### src/rtl/poci_pkg.sv
// Shared types and helpers for the POCI master arbiter.
package poci_pkg;

  typedef enum logic [1:0] {
    StIdle   = 2'd0,
    StSetup  = 2'd1,
    StAccess = 2'd2
  } poci_state_e;

  localparam int unsigned MAX_MASTERS = 4;

  // Index width for n items, never less than 1 bit.
  function automatic int unsigned clog2(input int unsigned n);
    int unsigned r;
    r = 0;
    for (int unsigned i = 0; i < 32; i++) begin
      if ((64'd1 << i) < 64'(n)) r = i + 1;
    end
    return (r == 0) ? 1 : r;
  endfunction

endpackage

### src/rtl/poci_rr_picker.sv
// Combinational round-robin first-one search over a request vector, starting at ptr_i.
module poci_rr_picker #(
  parameter int unsigned N  = 2,
  parameter int unsigned IW = 1
) (
  input  logic [N-1:0]  req_i,
  input  logic [IW-1:0] ptr_i,
  output logic [IW-1:0] idx_o,
  output logic          valid_o
);

  int unsigned j;

  // Walk offsets from highest to lowest so the nearest request to ptr_i wins.
  always_comb begin
    idx_o   = '0;
    valid_o = 1'b0;
    j       = 0;
    for (int k = int'(N) - 1; k >= 0; k--) begin
      j = (32'(ptr_i) + 32'(k)) % N;
      if (req_i[IW'(j)]) begin
        idx_o   = IW'(j);
        valid_o = 1'b1;
      end
    end
  end

endmodule

### src/rtl/poci_master_arbiter.sv
// Round-robin arbiter sharing one POCI (APB) bus between several masters.
// Optional ACCESS watchdog enabled by defining POCI_TIMEOUT_EN.
module poci_master_arbiter
  import poci_pkg::*;
#(
  parameter int unsigned NUM_MASTERS    = 2,
  parameter int unsigned ADDR_W         = 32,
  parameter int unsigned DATA_W         = 32,
  parameter int unsigned TIMEOUT_CYCLES = 256
) (
  input  logic                          clk,
  input  logic                          reset,
  input  logic [NUM_MASTERS*ADDR_W-1:0] m_paddr,
  input  logic [NUM_MASTERS-1:0]        m_pwrite,
  input  logic [NUM_MASTERS-1:0]        m_psel,
  input  logic [NUM_MASTERS-1:0]        m_penable,
  input  logic [NUM_MASTERS*DATA_W-1:0] m_pwdata,
  output logic [DATA_W-1:0]             m_prdata,
  output logic [NUM_MASTERS-1:0]        m_pready,
  output logic                          m_pslverr,
  output logic [ADDR_W-1:0]             s_paddr,
  output logic                          s_pwrite,
  output logic                          s_psel,
  output logic                          s_penable,
  output logic [DATA_W-1:0]             s_pwdata,
  input  logic [DATA_W-1:0]             s_prdata,
  input  logic                          s_pready,
  input  logic                          s_pslverr
);

  localparam int unsigned IW = clog2(NUM_MASTERS);

  if (NUM_MASTERS < 2 || NUM_MASTERS > MAX_MASTERS) begin : g_param_check
    $error("NUM_MASTERS must be between 2 and MAX_MASTERS");
  end

  poci_state_e     state_q, state_d;
  logic [IW-1:0]   grant_q, grant_d;
  logic [IW-1:0]   ptr_q, ptr_d;
  logic            psel_q, penable_q;
  logic [IW-1:0]   pick_idx;
  logic            pick_valid;
  logic            busy;
  logic            done;
  logic            timeout;

  logic [ADDR_W-1:0] paddr_arr [NUM_MASTERS];
  logic [DATA_W-1:0] pwdata_arr [NUM_MASTERS];

  for (genvar i = 0; i < NUM_MASTERS; i++) begin : g_unpack
    assign paddr_arr[i]  = m_paddr[i*ADDR_W +: ADDR_W];
    assign pwdata_arr[i] = m_pwdata[i*DATA_W +: DATA_W];
  end

  // Masters' penable is implied by the sequencer; it carries no extra information here.
  logic unused_inputs;
  assign unused_inputs = ^{m_penable, TIMEOUT_CYCLES};

  poci_rr_picker #(
    .N  (NUM_MASTERS),
    .IW (IW)
  ) u_picker (
    .req_i   (m_psel),
    .ptr_i   (ptr_q),
    .idx_o   (pick_idx),
    .valid_o (pick_valid)
  );

`ifdef POCI_TIMEOUT_EN
  localparam int unsigned TW = clog2(TIMEOUT_CYCLES + 1);
  logic [TW-1:0] tmo_cnt_q, tmo_cnt_d;

  assign timeout = (state_q == StAccess) && !s_pready &&
                   (tmo_cnt_q == TW'(TIMEOUT_CYCLES - 1));

  always_comb begin
    tmo_cnt_d = tmo_cnt_q;
    if (state_q != StAccess) tmo_cnt_d = '0;
    else if (!s_pready)      tmo_cnt_d = tmo_cnt_q + 1'b1;
  end

  always_ff @(posedge clk or posedge reset) begin
    if (reset) tmo_cnt_q <= '0;
    else       tmo_cnt_q <= tmo_cnt_d;
  end
`else
  assign timeout = 1'b0;
`endif

  assign busy = (state_q != StIdle);
  assign done = (state_q == StAccess) && (s_pready || timeout);

  always_comb begin
    state_d = state_q;
    grant_d = grant_q;
    ptr_d   = ptr_q;
    unique case (state_q)
      StIdle: begin
        if (pick_valid) begin
          grant_d = pick_idx;
          state_d = StSetup;
        end
      end
      StSetup: state_d = StAccess;
      StAccess: begin
        if (done) begin
          ptr_d   = (grant_q == IW'(NUM_MASTERS - 1)) ? '0 : grant_q + 1'b1;
          state_d = StIdle;
        end
      end
      default: state_d = StIdle;
    endcase
  end

  always_ff @(posedge clk or posedge reset) begin
    if (reset) begin
      state_q   <= StIdle;
      grant_q   <= '0;
      ptr_q     <= '0;
      psel_q    <= 1'b0;
      penable_q <= 1'b0;
    end else begin
      state_q   <= state_d;
      grant_q   <= grant_d;
      ptr_q     <= ptr_d;
      psel_q    <= (state_d != StIdle);
      penable_q <= (state_d == StAccess);
    end
  end

  assign s_psel    = psel_q;
  assign s_penable = penable_q;
  assign s_paddr   = busy ? paddr_arr[grant_q] : '0;
  assign s_pwdata  = busy ? pwdata_arr[grant_q] : '0;
  assign s_pwrite  = busy ? m_pwrite[grant_q] : 1'b0;

  for (genvar i = 0; i < NUM_MASTERS; i++) begin : g_ready
    assign m_pready[i] = done && (grant_q == IW'(i));
  end

  // A watchdog completion returns no data, only the error flag.
  assign m_prdata  = (done && !timeout) ? s_prdata : '0;
  assign m_pslverr = done && (timeout || s_pslverr);

endmodule

### config.mk
export PLATFORM = sky130hd
export DESIGN_NAME = poci_master_arbiter
export DESIGN_NICKNAME = d
export VERILOG_FILES = /design/src/rtl/poci_pkg.sv /design/src/rtl/poci_rr_picker.sv /design/src/rtl/poci_master_arbiter.sv
export SDC_FILE = /design/constraint.sdc
export NUM_CORES = 1
export LEC_CHECK = 0
export CORE_AREA = 2 2 104 106
export CTS_CLUSTER_DIAMETER = 60
export CTS_CLUSTER_SIZE = 28
export DETAILED_ROUTE_END_ITERATION = 8
export DIE_AREA = 0 0 106 108
export GPL_ROUTABILITY_DRIVEN = 0
export SYNTH_ARGS = -nofsm -noshare
export SYNTH_HDL_FRONTEND = slang
export SYNTH_SLANG_ARGS = --single-unit
export TNS_END_PERCENT = 100
### constraint.sdc
create_clock -name clk -period 2.82 [get_ports clk]
set_input_delay 0.282 -clock clk [delete_from_list [all_inputs] [get_ports clk]]
set_output_delay 0.282 -clock clk [all_outputs]
set_load 0.1 [all_outputs]
# After elaboration in Yosys (flattened, before gate mapping)
# Cells that the tools add are included.
word_totals:
  n_memories: 0
  reg_bits: 6
  rom_bits: 0
  latchBits: 0
  ram_bits: 0
  wordCells: 49
op_classes:
  n_bitwise: 2
  add_sub_neg: 2
  multipliers: 0
  mux: 24
  n_reduce_logical: 9
  eq_ne: 3
  div: 0
  order_cmp: 4
  shift: 0
ops:
  columns: ["operator", "n"]
  rows:
  - ["two-way mux 32 bit", 9]
  - ["two-way mux 1 bit", 12]
  - ["less-than comparator 1 x 2 -> 1 bit (second input constant)", 3]
  - ["one-hot mux 2 bit (3 select lines)", 1]
  - ["equality test 2 bit (second input constant)", 2]
  - ["logical AND 1 bit", 4]
  - ["two-way mux 2 bit", 2]
  - ["AND reduction 2 bit", 2]
  - ["nonzero test 2 bit", 2]
  - ["adder 1 bit (second input constant)", 2]
  - ["equality test 2 x 1 -> 1 bit (second input constant)", 1]
  - [">= comparator 2 bit (second input constant)", 1]
  - ["logical NOT 2 bit", 1]
  - ["NOT 1 -> 2 bit", 1]
  - ["NOT 1 bit", 1]

# Logic depth before layout (Yosys ltp)
depth:
  word_depth: 8
  mapped_depth: 5
  ltp_nobuf: 2

# By module
# From an unflattened synthesis, not the netlist that was laid out.
unflattened:
  hier_cells: 205
  area_unflattened_um2: 1592.8
modules_own_cells:
  columns: ["module", "cells_each", "area_each_um2", "n_inst"]
  rows:
  - ["poci_master_arbiter", 202, 1575.3, 1]
  - ["poci_rr_picker", 3, 17.5, 1]

# Worst setup path after synthesis
# No wires, ideal clock.
synth_timing:
  kind: "register -> output"
  start: "register state_q[0]"
  end: "output port m_pready[0]"
  arrival_time_ns: 2.191
  path_slack_ns: 0.347
  stages_incl_launch_ff: 5
  required_ns: 2.538
  n_path_buf: 2
  path_cell_list: "dfrtp_1 -> buf_6 -> and3b_1 -> buf_6 -> nor2b_1"
synth_between:
  elab_chain_len: 3
synth_lines:
  columns: ["item", "line", "rtl"]
  rows:
  - ["from (decl)", "poci_master_arbiter.sv:37", "poci_state_e state_q, state_d;"]
  - ["from (signal assigned)", "poci_master_arbiter.sv:117", "state_q <= StIdle;"]
  - ["from (signal assigned)", "poci_master_arbiter.sv:123", "state_q <= state_d;"]
  - ["equality test 2 bit", "poci_master_arbiter.sv:91", "assign done = (state_q == StAccess) && (s_pready || timeout);"]
  - ["logical AND 1 bit", "poci_master_arbiter.sv:91", null]
  - ["logical AND 1 bit", "poci_master_arbiter.sv:138", "assign m_pready[i] = done && (grant_q == IW'(i));"]
  - ["to (decl)", "poci_master_arbiter.sv:19", "output logic [NUM_MASTERS-1:0] m_pready,"]
# No other way between the ends.

# Worst setup path in the final report
layout_timing:
  start: "register grant_q"
  end: "output port s_pwdata[18]"
layout_between:
  elab_chain_len: 5
layout_lines:
  columns: ["item", "line", "rtl"]
  rows:
  - ["from (decl)", "poci_master_arbiter.sv:38", "logic [IW-1:0] grant_q, grant_d;"]
  - ["from (signal assigned)", "poci_master_arbiter.sv:124", "grant_q <= grant_d;"]
  - ["NOT 1 -> 2 bit (implied by the code)", "poci_master_arbiter.sv:134", "assign s_pwdata = busy ? pwdata_arr[grant_q] : '0;"]
  - ["two-way mux 32 bit (implied by the code) (3 in a row)", "poci_master_arbiter.sv:134", null]
  - ["two-way mux 32 bit", "poci_master_arbiter.sv:134", null]
  - ["to (decl)", "poci_master_arbiter.sv:25", "output logic [DATA_W-1:0] s_pwdata,"]
# No other way between the ends. The select of a mux whose other input is x is not followed.

==> results.yml <==
critical_path:
  cp.required_ns: 2.54
  arrival_ns: 2.02
  cpMaxStageDelayCell: "dfrtp_4"
  worst_setup_path_end_kind: "output pin"
  cp_max_fo: 44
  critPathMostFrequentCell: "buf_4"
  max_stage_delay_ns: 0.89
  criticalPathCategory: "reg -> out"
  cp_cell_sequence: "buf_4, mux2i_1, nor2_1, buf_4"
  r2r_start: "state_q[1]"
  worstSetupStartpoint: "grant_q"
  critPathLaunchType: "register"
layout:
  multi_input_area_mm2: 0.00129
  post_route_cells_drive_above_1_share_pct: 31.0
  nNetsFinal: 635
  syn_to_final_growth_pct: 183
  fill_cells: 992
  diodes: 0
  seqCellArea_um2: 154
die:
  dieHeight_um: 108
  die_area_mm2: 0.0114
  start_util_pct: 15.8
  dieWidth_um: 106
  fp-row-count: 37
  coreArea_mm2: 0.0102
  ios: 272
synth:
  syn_avg_cell_area_um2: 7.82
  synth_compound_area_share_pct: 1.78
  ys_types: 19
  synth_xor_area_share_pct: 0
  synth_nets: 377
  synth-seq-cells: 6
  synth_top_area_share_pct: 40.8
  synth-adder-area-share_pct: 0
  synth_seq_area_share_pct: 9.28
  syn_inst: 207
  synthMuxAreaShare_pct: 42.2
  synth.cell_area_mm2: 0.00162
  synth_area_leaders: "mux2i_1 41%, and2_4 16%, nor2_1 16%"
  synth_top_family_by_area: "multiplexers"
  ys_warn_count: 0
  yosysTopAreaCell: "mux2i_1"
  synthSimpleGateAreaFrac_pct: 35.3
detailed_routing:
  wl_met3_um: 985
  vias: 2439
  wirelength_um: 8610
  viasPerCell: 4.07
  wl_met1_um: 2920
  ant_nets: 0
  top_layer: "met4"
  wl_per_cell_um: 14.4
  wl_met2_um: 4580
  post-route-drc-count: 0
  drt_first_iter_violations: 96
  dr.pass1.iters: 4
global_route:
  grt_pass1_wl_um: 12400
  track_usage_pct: 13.5
  grt_max_degree: 67
  grt_pass1_vias: 2398
  antenna_found_initial: 0
  gr-total-overflow: 0
run:
  cap_violations: 0
cts:
  cts_tree: "built"
  clock_latency_ns: 0.22
  cts.sinks: 6
  clk_path_buf_depth: 2
  clkSlewWorstSetupHoldPaths_ns: 0.04
  postCtsSetupBuffers: 0
  ctsResizeCount: 0
  cts_max_level: 1
  holdBufCountCts: 0
  cts_root_buf: "clkbuf_8"
  cts_buffers: 3
timing:
  finalSetupViolations: 0
  hold_viol: 0
  max_freq_mhz: 434
  rsz0062_at_grt: "no"
  tightest_slew_ns: 0.727
  holdWs_ns: 0.281
  slew-limit-headroom_pct: 51.6
  fin_setup_tns_ns: 0
  skew_ns: 0.00764
  fin_crit_sh_pct: 81.7
  maxSlewViolCount: 0
  period_needed_ns: 2.30
placement:
  hpwlAfterDp_um: 7340
  port_buffers: 269
worst_hold_path:
  holdCritPathClass: "in -> async"
outcome:
  status: "completed"
[cell families (layout without fill, tap and decap cells)]
| group | count (synthesis) | in the layout |
|---|---|---|
| compound gates | 4 | 4 |
| buf+inv | 23 | 280 |
| flops | 6 | 6 |
| mux | 68 | 68 |
| simple gates | 106 | 106 |
[worst paths after layout]
kind,endpoint,slack (ns),cells after the start
max,s_pwdata[18],0.52,4
min,s_psel,0.28,2
max reg2reg,s_psel,1.37,3
min reg2reg,ptr_q,0.53,2
max in group asynchronous,grant_q,2.33,2
min in group clk,ptr_q,0.53,2
[cells in the mapped netlist (all sizes together)]
| library cell | n |
|---|---|
| a211oi | 1 |
| a21oi | 1 |
| a2bb2oi | 1 |
| and2 | 34 |
| and3b | 1 |
| buf | 21 |
| dfrtp | 6 |
| inv | 2 |
| mux2 | 2 |
| mux2i | 66 |
| nor2 | 68 |
| nor2b | 1 |
| nor3 | 1 |
| nor3b | 1 |
| o21a | 1 |
[cell type report]
cell class | instances | area share [%]
Timing Repair Buffer | 274 | 63.6
Clock buffer | 4 | 0.984
Sequential cell | 6 | 3.36
Multi-Input combinational cell | 178 | 28.2
Tap cell | 136 | 3.72
Inverter | 2 | 0.164
[critical path: cells and delay by family (launching register included)]
kind / cells / cell delay [ns]
buffers and inverters: 2 / 0.61
flip-flops: 1 / 0.89
multiplexers: 1 / 0.22
AND/OR/NAND/NOR: 1 / 0.05
[placed cells by master, fill, tap and decap left out, types with 2 or more instances in the layout]
| cell | instances |
|---|---|
| clkdlybuf4s50_1 | 167 |
| buf_4 | 72 |
| nor2_1 | 67 |
| mux2i_1 | 66 |
| buf_12 | 35 |
| and2_4 | 30 |
| dfrtp_1 | 5 |
| and2_1 | 4 |
| clkbuf_8 | 3 |
| mux2_2 | 2 |
| inv_1 | 2 |
[per-stage QoR]
step	area (um^2)	utilization [%]	worst slack, ns	cells
floorplan	1620	-	0.347	207
detailed placement	4530	44.3	0.723	596
global route	4580	44.8	0.371	600
global placement	4530	44.3	0.751	596
finish	4580	44.8	0.517	600
CTS	4580	44.8	0.470	600
[routing by layer]
layer	track usage, %	vias up
met1	14.0	1068
met2	26.5	168
met4	2.63	0
li1	-	1193
met5	0	-
met3	4.34	10
[state kept, by name, summed over array words and instances (netlist names)]
register,cells
grant_q,1
ptr_q,1
s_penable,1
s_psel,1
state_q,2
Power is not shown: default switching activity piles up to over one toggle a cycle in this logic, so the estimate is an artifact.
